File: config.mk
export PLATFORM = sky130hd
export DESIGN_NAME = imem_prog_loader
export DESIGN_NICKNAME = d
export VERILOG_FILES = /design/src/rtl/imem_prog_loader_pkg.sv /design/src/rtl/imem_prog_loader_wr_stage.sv /design/src/rtl/imem_prog_loader.sv
export SDC_FILE = /design/constraint.sdc
export NUM_CORES = 1
export LEC_CHECK = 0
export CAP_MARGIN = 20
export CELL_PAD_IN_SITES_DETAIL_PLACEMENT = 2
export CELL_PAD_IN_SITES_GLOBAL_PLACEMENT = 2
export CORE_MARGIN = 2
export CORE_UTILIZATION = 32
export CTS_CLUSTER_DIAMETER = 150
export DETAILED_ROUTE_END_ITERATION = 6
export GPL_TIMING_DRIVEN = 0
export PLACE_DENSITY_LB_ADDON = 0.1
export SYNTH_ARGS = -nofsm -noshare
export SYNTH_HDL_FRONTEND = slang
export SYNTH_SLANG_ARGS = --single-unit
File: constraint.sdc
create_clock -name clk -period 4.4 [get_ports clk]
set_input_delay 0.44 -clock clk [delete_from_list [all_inputs] [get_ports clk]]
set_output_delay 0.44 -clock clk [all_outputs]
set_load 0.1 [all_outputs]
File: src/rtl/imem_prog_loader_pkg.sv
// Shared definitions for the instruction-memory program loader.
// INSTR_W/ADDR_W are the same widths the processor fetch side uses.
package imem_prog_loader_pkg;

    localparam int unsigned INSTR_W = 8;
    localparam int unsigned ADDR_W  = 6;
    localparam int unsigned DEPTH   = 64;
    localparam int unsigned LEN_W   = ADDR_W + 1;

    localparam logic [INSTR_W-1:0] PAD_WORD  = INSTR_W'(8'h00);
    localparam logic [ADDR_W-1:0]  LAST_ADDR = ADDR_W'(DEPTH - 1);

    // Loader state encodings
    typedef enum logic [2:0] {
        ST_IDLE  = 3'd0,
        ST_LOAD  = 3'd1,
        ST_FILL  = 3'd2,
        ST_DRAIN = 3'd3,
        ST_RUN   = 3'd4
    } ld_state_t;

    // One instruction-memory write request
    typedef struct packed {
        logic               we;
        logic [ADDR_W-1:0]  addr;
        logic [INSTR_W-1:0] wdata;
    } wr_req_t;

    // Number of stored bytes once the word at address c has been written
    function automatic logic [LEN_W-1:0] len_from_cnt(input logic [ADDR_W-1:0] c);
        return LEN_W'(c) + LEN_W'(1);
    endfunction

endpackage

File: src/rtl/imem_prog_loader_wr_stage.sv
// Registered write stage driving the instruction memory write port.
// Ports:
//   clk, reset          clock, async active-high reset
//   req                 write request from the loader FSM (this cycle)
//   mem_we/addr/wdata   registered memory write port (one cycle later)
module imem_prog_loader_wr_stage
    import imem_prog_loader_pkg::*;
(
    input  logic               clk,
    input  logic               reset,
    input  wr_req_t            req,
    output logic               mem_we,
    output logic [ADDR_W-1:0]  mem_addr,
    output logic [INSTR_W-1:0] mem_wdata
);

    // Address/data only move on a write so the bus is quiet between writes
    always_ff @(posedge clk or posedge reset) begin
        if (reset) begin
            mem_we    <= 1'b0;
            mem_addr  <= '0;
            mem_wdata <= '0;
        end else begin
            mem_we <= req.we;
            if (req.we) begin
                mem_addr  <= req.addr;
                mem_wdata <= req.wdata;
            end
        end
    end

endmodule

File: src/rtl/imem_prog_loader.sv
// Instruction memory program loader: receives a program byte stream over
// valid/ready, writes it to the instruction memory, pads the remaining words
// with PAD_WORD and holds the core in reset until the whole image is written.
// Ports:
//   clk, reset                    clock, async active-high reset
//   load_req                      start a (re)load, honoured in IDLE and RUN
//   in_valid/in_data/in_last      program byte stream
//   in_ready                      byte accepted this cycle (LOAD, DRAIN)
//   mem_we/mem_addr/mem_wdata     registered instruction memory write port
//   core_reset                    1 = processor held in reset
//   load_done                     image complete, core running
//   prog_len                      stream bytes stored (1..DEPTH)
//   err_overflow                  stream longer than DEPTH, sticky until load_req
module imem_prog_loader
    import imem_prog_loader_pkg::*;
(
    input  logic               clk,
    input  logic               reset,
    input  logic               load_req,
    input  logic               in_valid,
    input  logic [INSTR_W-1:0] in_data,
    input  logic               in_last,
    output logic               in_ready,
    output logic               mem_we,
    output logic [ADDR_W-1:0]  mem_addr,
    output logic [INSTR_W-1:0] mem_wdata,
    output logic               core_reset,
    output logic               load_done,
    output logic [LEN_W-1:0]   prog_len,
    output logic               err_overflow
);

    ld_state_t         state;
    logic [ADDR_W-1:0] cnt;
    logic              xfer;
    logic              at_last;
    wr_req_t           wr_req;

    // Ready depends on state only, so it never combinationally follows in_valid
    assign in_ready = (state == ST_LOAD) || (state == ST_DRAIN);
    assign xfer     = in_valid & in_ready;
    assign at_last  = (cnt == LAST_ADDR);

    // Write request: stream bytes in LOAD, pad words in FILL
    always_comb begin
        wr_req = '0;
        case (state)
            ST_LOAD: begin
                if (xfer) begin
                    wr_req.we    = 1'b1;
                    wr_req.addr  = cnt;
                    wr_req.wdata = in_data;
                end
            end
            ST_FILL: begin
                wr_req.we    = 1'b1;
                wr_req.addr  = cnt;
                wr_req.wdata = PAD_WORD;
            end
            default: ;
        endcase
    end

    // Loader FSM, word counter and status outputs.
    // cnt stops at LAST_ADDR; the terminal checks fire before it could wrap.
    always_ff @(posedge clk or posedge reset) begin
        if (reset) begin
            state        <= ST_IDLE;
            cnt          <= '0;
            core_reset   <= 1'b1;
            load_done    <= 1'b0;
            prog_len     <= '0;
            err_overflow <= 1'b0;
        end else begin
            case (state)
                ST_IDLE: begin
                    if (load_req) begin
                        state        <= ST_LOAD;
                        cnt          <= '0;
                        err_overflow <= 1'b0;
                    end
                end
                ST_LOAD: begin
                    if (xfer) begin
                        prog_len <= len_from_cnt(cnt);
                        if (at_last) begin
                            if (in_last) begin
                                state <= ST_RUN;
                            end else begin
                                err_overflow <= 1'b1;
                                state        <= ST_DRAIN;
                            end
                        end else begin
                            cnt <= cnt + ADDR_W'(1);
                            if (in_last) begin
                                state <= ST_FILL;
                            end
                        end
                    end
                end
                ST_FILL: begin
                    if (at_last) begin
                        state <= ST_RUN;
                    end else begin
                        cnt <= cnt + ADDR_W'(1);
                    end
                end
                ST_DRAIN: begin
                    if (xfer && in_last) begin
                        state <= ST_RUN;
                    end
                end
                ST_RUN: begin
                    // Release is one edge after RUN entry, i.e. the cycle after
                    // the final write pulse is on the memory port.
                    if (load_req) begin
                        state        <= ST_LOAD;
                        cnt          <= '0;
                        err_overflow <= 1'b0;
                        core_reset   <= 1'b1;
                        load_done    <= 1'b0;
                    end else begin
                        core_reset <= 1'b0;
                        load_done  <= 1'b1;
                    end
                end
                default: state <= ST_IDLE;
            endcase
        end
    end

    imem_prog_loader_wr_stage u_wr_stage (
        .clk       (clk),
        .reset     (reset),
        .req       (wr_req),
        .mem_we    (mem_we),
        .mem_addr  (mem_addr),
        .mem_wdata (mem_wdata)
    );

endmodule

=== Word-level counts from Yosys, hierarchy flattened ===
Cells that the tools add are included.

* Add/subtract/negate cells: 2
* Equality and inequality tests: 12
* Mux-type cells: 21
* Bitwise operators: 1
* Reductions and logical operators: 10

{| class="wikitable"
|+ Operators by type and width
! operator !! number
|-
| $pmux 15 s2 || 1
|-
| $mux 3 || 7
|-
| $mux 6 || 3
|-
| $pmux 6 s3 || 1
|-
| $mux 15 || 1
|-
| $pmux 3 s4 || 1
|-
| $reduce_and 5->1 || 2
|-
| $ne 2x2->1 const B || 4
|-
| $add 6x1->7 const B || 1
|-
| $add 6x1->6 const B || 1
|-
| $eq 3x2->1 const B || 2
|-
| $eq 6x6->1 const B || 1
|-
| $mux 1 || 6
|-
| $ne 2x1->1 const B || 2
|-
| $eq 3x1->1 const B || 1
|-
| $eq 3x3->1 const B || 1
|-
| $logic_not 3->1 || 1
|-
| $ne 3x3->1 const B || 1
|-
| $reduce_and 3->1 || 1
|-
| $reduce_bool 3->1 || 1
|-
| $pmux 1 s2 || 1
|-
| $reduce_and 2->1 || 1
|-
| $reduce_bool 2->1 || 1
|-
| $reduce_or 2->1 || 1
|-
| other kinds (3) || 3
|}

* Flip-flop bits (word level): 34
* Bits of input ports: 13
* Logic and storage cells: 55

=== Depth between registers and ports, before layout ===
Gate-level depths: netlist (run 1).

* Depth in word-level cells: 6
* Gate-level depth with buffers: 6
* Depth with buffers taken out: 5

=== Hierarchy ===
From an unflattened synthesis (run 1), not the netlist that was laid out.

* Cells, all modules: 148
* Area, all modules: 1632.8 µm²

{| class="wikitable"
|+ Modules (own cells, without submodules)
! module !! times used !! cells each !! area an instance (µm²)
|-
| imem_prog_loader || 1 || 117 || 1084.8
|-
| imem_prog_loader_wr_stage || 1 || 31 || 548.0
|}

=== Least setup slack after synthesis (run 1) ===
No wires, ideal clock.

* Kind: reg-to-reg
* From: reg state[0]
* To: reg prog_len[6]
* Library setup time: 0.129 ns
* Arrival: 1.948 ns
* Required time: 4.271 ns
* Setup slack: 2.324 ns
* Cell stages (with the launch flop): 6
* Path buffers: 1
* Clock period less this slack: 2.076 ns
* Path through: dfrtp_1 > nor2b_2 > nand3_1 > buf_2 > nand2_1 > o21ai_0

* Longest elaborated chain between the ends: 4

{| class="wikitable"
|+ RTL lines
! what !! line !! RTL
|-
| start: declaration || imem_prog_loader.sv:33 || <nowiki>ld_state_t state;</nowiki>
|-
| start signal: assignment || imem_prog_loader.sv:68 || <nowiki>state <= ST_IDLE;</nowiki>
|-
| start signal: assignment || imem_prog_loader.sv:78 || <nowiki>state <= ST_LOAD;</nowiki>
|-
| start signal: assignment || imem_prog_loader.sv:88 || <nowiki>state <= ST_RUN;</nowiki>
|-
| $eq 3x1->1 / $eq 3x2->1 (equally long branches) || imem_prog_loader.sv:40 || <nowiki>assign in_ready = (state == ST_LOAD) || (state == ST_DRAIN);</nowiki>
|-
| $logic_or 1x1->1 (*) || imem_prog_loader.sv:40 ||
|-
| named net in_ready || imem_prog_loader.sv:23 || <nowiki>output logic in_ready,</nowiki>
|-
| $and 1x1->1 (*) || imem_prog_loader.sv:41 || <nowiki>assign xfer = in_valid & in_ready;</nowiki>
|-
| $reduce_and 2->1 (no line) (*) || - ||
|-
| end signal: assignment || imem_prog_loader.sv:85 || <nowiki>prog_len <= len_from_cnt(cnt);</nowiki>
|-
| end: declaration || imem_prog_loader.sv:29 || <nowiki>output logic [LEN_W-1:0] prog_len,</nowiki>
|}

Mark *: on every way through the listed nets, which the timed path passes. The rest lies on a longest branch.
A chain may end at the register's enable or synchronous reset.

=== Worst setup path after layout (run 1) ===
* From: reg state[0]
* To: out in_ready

* Longest elaborated chain between the ends: 2

{| class="wikitable"
|+ RTL lines
! what !! line
|-
| $eq 3x1->1 / $eq 3x2->1 (equally long branches) || imem_prog_loader.sv:40
|-
| $logic_or 1x1->1 (*) || imem_prog_loader.sv:40
|-
| end: declaration || imem_prog_loader.sv:23
|}

Every way passes the cells marked *; elsewhere a longest branch is shown, timed or not.

==> flow_metrics.env, run 1 <==
export IMPL_htreeDepth=2
export IMPL_final_area_mm2=0.00204
export IMPL_path_class="register to primary output"
export IMPL_syn_area_mm2=0.00148
export IMPL_timing_slew_headroom=0.342
export IMPL_fin_crit_ns=2.63
export IMPL_max_stage_delay_ns=1.17
export IMPL_crit_family="buffers and inverters"
export IMPL_cp_start_kind="register"
export IMPL_setup_tns_ns=0
export IMPL_synthFlopType="dfrtp_1"
export IMPL_finalCritPeriodShare=0.598
export IMPL_drive_gt1_frac=0.121
export IMPL_post_synth_cell_area_avg_um2=10.9
export IMPL_grt_setup_unrepaired="no"
export IMPL_post_route_util=0.465
export IMPL_cp_end_kind="primary output"
export IMPL_synth_adder_area_share=0.00848
export IMPL_synth_top_family_by_area="simple AND/OR/NAND/NOR gates"
export IMPL_synth_async_sr_flop_share=1.00
export IMPL_nNetsFinal=195
export IMPL_grt_pass1_wl_um=6690
export IMPL_grt_max_degree=24
export IMPL_die_area_mm2=0.00517
export IMPL_synth_xor_area_frac=0.0237
export IMPL_detailed_place_hpwl_um=2910
export IMPL_cts_buffer_depth=2
export IMPL_ys_ff_latch=34
export IMPL_io_pins=39
export IMPL_cts_root_buf="clkbuf_8"
export IMPL_track_usage=0.168
export IMPL_postCtsSetupBuffers=0
export IMPL_hold_buffers=0
export IMPL_slowest_stage="clkdlybuf4s50_1"
export IMPL_grt_ovfl_total=0
export IMPL_cp_cell_sequence="nor2b_2, clkdlybuf4s50_1"
export IMPL_status="completed"
export IMPL_worstPathRequired_ns=3.96
export IMPL_cts_resized=0
export IMPL_drv_slew=0
export IMPL_setup_violations=0
export IMPL_wl_per_cell_um=16.3
export IMPL_cts_tree="done"
export IMPL_synthCells=135
export IMPL_final_cell_count_no_fill=234
export IMPL_dieHeight_um=71.9
export IMPL_synth_area_mux_share=0.0280
export IMPL_dieWidth_um=71.9
export IMPL_synth_compound_area_frac=0.132
export IMPL_start_util=0.336
export IMPL_core_area_mm2=0.00438
export IMPL_yosys_area_share_simple=0.195
export IMPL_min_path_type="register to register"
export IMPL_dr_pass1_iters=4
export IMPL_antenna_found_initial=0
export IMPL_gp_congestion=0.805
export IMPL_path_max_fanout=7
export IMPL_routed_wl_um=3820
export IMPL_portBuffers=38
export IMPL_synth_distinct_cells=36
export IMPL_seq_area_frac_synth=0.578
export IMPL_critPathBufInv=1
export IMPL_drv_cap=0
export IMPL_placed_cell_area_mm2=0.00195
export IMPL_synth_edf_count=0
export IMPL_cts_inserted_buffers=5
export IMPL_dp_cells=226
export IMPL_diodes=0
export IMPL_clk_pin_slew_ns=0.07
export IMPL_drc=0
export IMPL_tightest_slew_ns=0.984
export IMPL_grt_pass1_vias=1324
export IMPL_fp_row_count=24
export IMPL_dr_total_vias=1200
export IMPL_clock_skew_ns=0.00925
export IMPL_report_final_hold_viol_count=0
export IMPL_ant_nets=0
export IMPL_drt_iter0_markers=31
export IMPL_fmax_mhz=380
export IMPL_viasPerCell=5.13
export IMPL_area_delta_synth_final_pct=38.3
export IMPL_insertion_delay_ns=0.29
export IMPL_syn_nets=149
export IMPL_ys_warn_count=0
export IMPL_arrival_ns=2.19
export IMPL_cts_sink_count=34
## cells in the mapped netlist, types with 2 or more instances
library cell  number  area (um2)
xor2_1             3        26.3
nand3_1            3        15.0
buf_6              2        22.5
nor2_1             2        7.51
mux2i_1            3        30.0
nand2_1           40         150
inv_1              2        7.51
o21ai_0            3        15.0
dfrtp_1           33         826
a22o_1             8        70.1
o21ai_1            7        35.0
nand2b_1           3        18.8
buf_2              2        10.0
and3_1             2        12.5
## per-stage QoR
stage                     setup WS [ns]  hold WS, ns
after floorplan                    2.32        0.502
after global placement             2.13        0.460
after detailed placement           2.08        0.469
after CTS                          1.74        0.486
after global routing               1.66        0.519
final                              1.77        0.476
## layout by cell type (no fill, tap or decap), drive strengths merged, types with 2 or more instances in the layout
| cell type | Yosys | routed |
|---|---|---|
| clkbuf | 0 | 7 |
| clkdlybuf4s50 | 0 | 38 |
| nand2 | 41 | 41 |
| mux2i | 3 | 3 |
| buf | 4 | 5 |
| o21ai | 10 | 10 |
| a22o | 8 | 8 |
| nor2 | 2 | 2 |
| and3 | 4 | 4 |
| dfrtp | 33 | 33 |
| xor2 | 3 | 3 |
| inv | 3 | 3 |
| nand3 | 4 | 4 |
| nand2b | 3 | 3 |
## tightest hold or removal path: stages, from the launching register on
cell,delay [ns]
dfrtp_1,0.34
nand2_1,0.05
nand2_1,0.05
## layout make-up
class                      count  area [um2]
clock buffer                   7        86.3
tap                           52        65.1
multi-input combinational     94         572
inverter                       3        18.8
buffer                         4        32.5
timing repair buffer          39         408
fill                         464        2340
sequential                    34         852
clock inverter                 1        5.00
## sequential cells by signal (all words and copies together) (netlist names)
register,count
u_wr_stage.mem_we,1
core_reset,1
u_wr_stage.mem_wdata,8
u_wr_stage.mem_addr,6
cnt,6
prog_len,7
state,3
err_overflow,1
load_done,1
## kinds of logic after synthesis
family,Yosys count
AND/OR/NAND/NOR,59
flip-flops,34
AO/OA/AOI/OAI,26
buffers and inverters,7
XOR/XNOR,4
multiplexers,4
adder cells (fa/ha/maj),1
## path summary, 6_finish.rpt
kind | cells after the start | slack (ns) | from | endpoint
hold reg to reg | 2 | 0.48 | u_wr_stage.mem_addr[4] | u_wr_stage.mem_addr[4]
min in group asynchronous | 2 | 0.50 | reset | u_wr_stage.mem_wdata[3]
max in group asynchronous | 3 | 3.39 | reset | cnt[2]
setup / recovery | 2 | 1.77 | state[0] | in_ready
setup reg to reg | 5 | 2.67 | cnt[0] | state[2]
hold / removal | 2 | 0.48 | u_wr_stage.mem_addr[4] | u_wr_stage.mem_addr[4]
## metal layers
metal | vias to the layer above | track usage | share of wire
li1 | 560 | - | -
met1 | 610 | 0.206 | 0.41
met2 | 26 | 0.294 | 0.53
met3 | 4 | 0.0431 | 0.044
met4 | 0 | 0.0503 | 0.0084
met5 | - | 0 | 0
Power of run 1 is left out: the tool's default activity adds up to more than one toggle a clock period on the data nets, which glitch-free logic cannot reach.
==> inputs of run 2 (changes only) <==
Settings changed: CORE_UTILIZATION 32 to 30.
Clock period 4.4 ns to 2.6 ns, I/O delays scaled along.
==> run 2 against run 1 <==
Routed wire length grew 1.9%. Cell count up 6.4%. Critical endpoint unchanged. Clock-buffer cell count did not move. Design area grew 1.7%. Via count fell by 2.4%.
==> flow_metrics.env, run 2 (synthesis gave the netlist of run 1 again) <==
export IMPL_htreeDepth=2
export IMPL_routed_wl_um=3900
export IMPL_crit_family="buffers and inverters"
export IMPL_finalCritPeriodShare=0.947
export IMPL_report_final_hold_viol_count=0
export IMPL_gp_congestion=0.779
export IMPL_wl_per_cell_um=15.6
export IMPL_path_class="register to primary output"
export IMPL_die_area_mm2=0.00549
export IMPL_fin_crit_ns=2.46
export IMPL_cp_start_kind="register"
export IMPL_grt_pass1_wl_um=6620
export IMPL_post_place_ws_ns=0.456
export IMPL_dieWidth_um=74.1
export IMPL_start_util=0.312
export IMPL_dr_total_vias=1171
export IMPL_nNetsFinal=195
export IMPL_cp_cell_sequence="nor2b_2, clkdlybuf4s50_1"
export IMPL_largest_reg_flops=8
export IMPL_diodes=0
export IMPL_path_depth=2
export IMPL_post_route_util=0.439
export IMPL_worstPathRequired_ns=2.34
export IMPL_cp_end_kind="primary output"
export IMPL_final_cell_count_no_fill=249
export IMPL_cts_root_buf="clkbuf_8"
export IMPL_cts_buffer_depth=2
export IMPL_clock_skew_ns=0.00447
export IMPL_fmax_mhz=406
export IMPL_drv_cap=0
export IMPL_final_cell_mix="nand2_1 (40), clkdlybuf4s50_1 (38), dfrtp_1 (33)"
export IMPL_arrival_ns=2.20
export IMPL_insertion_delay_ns=0.29
export IMPL_mostFrequentLayoutCell="nand2_1"
export IMPL_core_area_mm2=0.00472
export IMPL_drv_slew=0
export IMPL_dr_pass1_iters=2
export IMPL_fin_ws_ns=0.138
export IMPL_viasPerCell=4.70
export IMPL_status="completed"
export IMPL_ant_nets=0
export IMPL_clk_pin_slew_ns=0.07
export IMPL_cts_inserted_buffers=5
export IMPL_drc=0
export IMPL_max_stage_delay_ns=1.17
export IMPL_dieHeight_um=74.1
export IMPL_portBuffers=38
export IMPL_track_usage=0.162
export IMPL_detailed_place_hpwl_um=2920
export IMPL_min_path_type="input port to async pin"
export IMPL_antenna_found_initial=0
export IMPL_reg2reg_depth=5
export IMPL_setup_violations=0
export IMPL_cts_resized=0
export IMPL_cts_sink_count=34
export IMPL_top_regs="u_wr_stage.mem_wdata: 8 flops, prog_len: 7 flops"
export IMPL_hold_buffers=0
export IMPL_fp_row_count=25
export IMPL_top_register="u_wr_stage.mem_wdata"
export IMPL_critPathBufInv=1
export IMPL_grt_ovfl_total=0
export IMPL_grt_pass1_vias=1304
export IMPL_postCtsSetupBuffers=0
export IMPL_tightest_slew_ns=0.985
export IMPL_drt_iter0_markers=42
export IMPL_setup_tns_ns=0
export IMPL_area_delta_synth_final_pct=40.5
export IMPL_cts_tree="done"
export IMPL_grt_setup_unrepaired="no"
export IMPL_dp_cells=241
export IMPL_drive_gt1_frac=0.115
export IMPL_io_pins=39
export IMPL_timing_slew_headroom=0.342
export IMPL_slowest_stage="clkdlybuf4s50_1"
export IMPL_path_max_fanout=7
export IMPL_grt_max_degree=22
run 2: changes by cell type in the layout (fill, tap and decap cells not counted), sizes merged:
cell,delta
bufinv,+1
clkinv,-1
run 2: through the flow:
step	instance area [um2]	hold slack, ns
3_3_place_gp	1940	0.459
4_1_cts	2070	0.403
2_1_floorplan	1480	0.369
3_5_place_dp	1970	0.469
6_report	2070	0.369
5_1_grt	2070	0.411
run 2: final timing paths:
| kind | start | slack [ns] | to |
|---|---|---|---|
| min reg2reg | u_wr_stage.mem_addr[4] | 0.48 | u_wr_stage.mem_addr[4] |
| max reg2reg | cnt[0] | 0.91 | state[2] |
| min | reset | 0.37 | cnt[5] |
| min in group clk | u_wr_stage.mem_addr[4] | 0.48 | u_wr_stage.mem_addr[4] |
| max in group asynchronous | reset | 1.70 | u_wr_stage.mem_addr[1] |
| max | state[0] | 0.14 | in_ready |
run 2: metal layers:
layer | up-vias | track usage | share of wire
met4 | 0 | 0.0606 | 0.016
met2 | 19 | 0.278 | 0.53
met5 | - | 0 | 0
li1 | 555 | - | -
met3 | 6 | 0.0461 | 0.035
met1 | 591 | 0.194 | 0.41
run 2: cell type report:
| type | count | area [um2] |
|---|---|---|
| inverter | 3 | 18.8 |
| timing repair buffer | 39 | 408 |
| fill | 488 | 2650 |
| multi-input combinational | 94 | 572 |
| tap | 67 | 83.8 |
| sequential | 34 | 852 |
| buffer | 4 | 32.5 |
| clock inverter | 1 | 30.0 |
| clock buffer | 7 | 76.3 |
Power of run 2 is left out for the same reason.
==> inputs of run 3 (changes only) <==
Settings changed: CELL_PAD_IN_SITES_DETAIL_PLACEMENT 2 to 0, CELL_PAD_IN_SITES_GLOBAL_PLACEMENT 2 to 1, CORE_UTILIZATION 30 to 47, DONT_BUFFER_PORTS set to 1, HOLD_SLACK_MARGIN set to 0.08.
==> run 3 against run 2 <==
Global-route usage increased by 3.0 points. Flip-flop and latch count unchanged. Cell count decreased by 20%. Clock skew increased by 0.0063 ns. Routed wire length decreased by 25%. Die area decreased by 34%. Clock-buffer cell count decreased by 1. Sequential share of layout area increased by 7.5 points. Critical path depth increased by 5.
==> flow_metrics.env, run 3 (synthesis gave the netlist of run 1 again) <==
export IMPL_status="completed"
export IMPL_drc=0
export IMPL_r2r_start="state[0]"
export IMPL_start_util=0.487
export IMPL_grt_max_degree=20
export IMPL_path_class="register to register"
export IMPL_clock_skew_ns=0.0108
export IMPL_drv_cap=0
export IMPL_finalCritPeriodShare=0.670
export IMPL_drt_iter0_markers=49
export IMPL_grt_pass1_wl_um=4930
export IMPL_timing_slew_headroom=0.383
export IMPL_cts_buffer_depth=2
export IMPL_die_area_mm2=0.00360
export IMPL_top_register="u_wr_stage.mem_wdata"
export IMPL_fp_row_count=20
export IMPL_grt_use_met2=0.309
export IMPL_track_usage=0.192
export IMPL_cp_start_kind="register"
export IMPL_ff2ff_setup_slack_ns=0.86
export IMPL_htreeDepth=2
export IMPL_tightest_slew_ns=0.926
export IMPL_cts_tree="done"
export IMPL_routed_wl_um=2920
export IMPL_grt_met3_usage=0.0736
export IMPL_top_regs="u_wr_stage.mem_wdata: 8 flops, prog_len: 7 flops"
export IMPL_nNetsFinal=169
export IMPL_whs_path_depth=3
export IMPL_report_final_hold_viol_count=0
export IMPL_cts_inserted_buffers=5
export IMPL_arrival_ns=1.96
export IMPL_fin_crit_ns=1.74
export IMPL_viasPerCell=5.29
export IMPL_fmax_mhz=574
export IMPL_busiest_layer="met2"
export IMPL_clk_pin_slew_ns=0.09
export IMPL_insertion_delay_ns=0.33
export IMPL_drive_gt1_frac=0.154
export IMPL_grt_ovfl_total=0
export IMPL_fill_cells=266
export IMPL_drv_slew=0
export IMPL_cts_sink_count=34
export IMPL_multiInputGateArea_um2=572
export IMPL_wl_per_cell_um=14.6
export IMPL_grt_setup_unrepaired="no"
export IMPL_diodes=0
export IMPL_final_cell_mix="nand2_1 (40), dfrtp_1 (33), dlygate4sd3_1 (10)"
export IMPL_core_area_mm2=0.00303
export IMPL_crit_family="buffers and inverters"
export IMPL_worstPathRequired_ns=2.81
export IMPL_min_path_type="input port to register"
export IMPL_portBuffers=0
export IMPL_ant_nets=0
export IMPL_largest_reg_flops=8
export IMPL_io_pins=39
export IMPL_reg2reg_to="prog_len[6]"
export IMPL_max_stage_delay_ns=0.45
export IMPL_grt_pass1_vias=1020
export IMPL_cp_end_kind="register"
export IMPL_dieHeight_um=60.0
export IMPL_grtUsageMet1=0.232
export IMPL_dr_pass1_iters=4
export IMPL_setup_violations=0
export IMPL_path_max_fanout=10
export IMPL_hold_start="in_valid"
export IMPL_dr_total_vias=1058
export IMPL_critPathBufInv=3
export IMPL_area_delta_synth_final_pct=18.8
export IMPL_setup_tns_ns=0
export IMPL_reg2reg_depth=7
export IMPL_whs_endpoint="state[0]"
export IMPL_gp_congestion=0.751
export IMPL_mostFrequentLayoutCell="nand2_1"
export IMPL_regArea_um2=852
export IMPL_detailed_place_hpwl_um=2010
export IMPL_antenna_found_initial=0
export IMPL_dieWidth_um=60.0
export IMPL_cp_cell_sequence="nor2b_2, buf_16, clkbuf_1, nand3_1, buf_2, nand2_1, o21ai_0"
export IMPL_slowest_stage="dfrtp_1"
export IMPL_postCtsSetupBuffers=0
export IMPL_cts_root_buf="clkbuf_4"
run 3: cell count changes in the layout (fill, tap and decap cells not counted), sizes merged:
cell | previous run | this run
dlygate4sd3 | 0 | 10
clkinv | 0 | 1
clkinvlp | 0 | 1
clkdlybuf4s50 | 38 | 0
buf | 5 | 6
bufinv | 1 | 0
run 3: through the flow:
| step | worst slack [ns] | std cells | util | hold slack, ns | area (um2) |
|---|---|---|---|---|---|
| floorplan | 0.524 | 135 | - | 0.369 | 1480 |
| detailed placement | 0.326 | 180 | 0.514 | 0.341 | 1560 |
| global placement | 0.368 | 179 | 0.505 | 0.376 | 1530 |
| CTS | 0.314 | 198 | 0.569 | 0.117 | 1720 |
| finish | 0.857 | 200 | 0.579 | 0.138 | 1750 |
| global route | 0.706 | 200 | 0.579 | 0.122 | 1750 |
run 3: worst reg2reg max path, stage by stage (launching register included):
cell      delay (ns)
dfrtp_1         0.45
nor2b_2         0.30
buf_16          0.21
clkbuf_1        0.14
nand3_1         0.15
buf_2           0.21
nand2_1         0.08
o21ai_0         0.09
run 3: worst max path at each step:
stage	startpoint	to	cells after the start
global placement	state[0]	prog_len[6]	5
detailed placement	state[0]	prog_len[6]	5
CTS	state[0]	prog_len[6]	5
finish	state[0]	prog_len[6]	7
global route	state[0]	prog_len[6]	7
floorplan	state[0]	prog_len[6]	5
run 3: layout make-up:
type	count	area share
plain buffers	4	0.0186
inverters	3	0.0107
clock buffers	6	0.0293
repair buffers	13	0.0906
well taps	44	0.0314
clock inverters	2	0.00714
multi-input cells	94	0.326
flip-flops and latches	34	0.486
run 3: what timing repair did:
action | 4_1_cts | 5_1_grt
setup endpoints to repair | 0 | 0
resized for setup | 0 | 0
endpoints found under the hold margin | 27 | 0
hold buffers | 10 | 0
run 3: layer usage:
layer	routed length (um)	part of all wire	vias to the layer above
li1	-	-	512
met2	1490	0.51	23
met1	1220	0.42	517
met5	0	0	-
met3	146	0.050	6
met4	51	0.017	0
Power of run 3 is left out for the same reason.
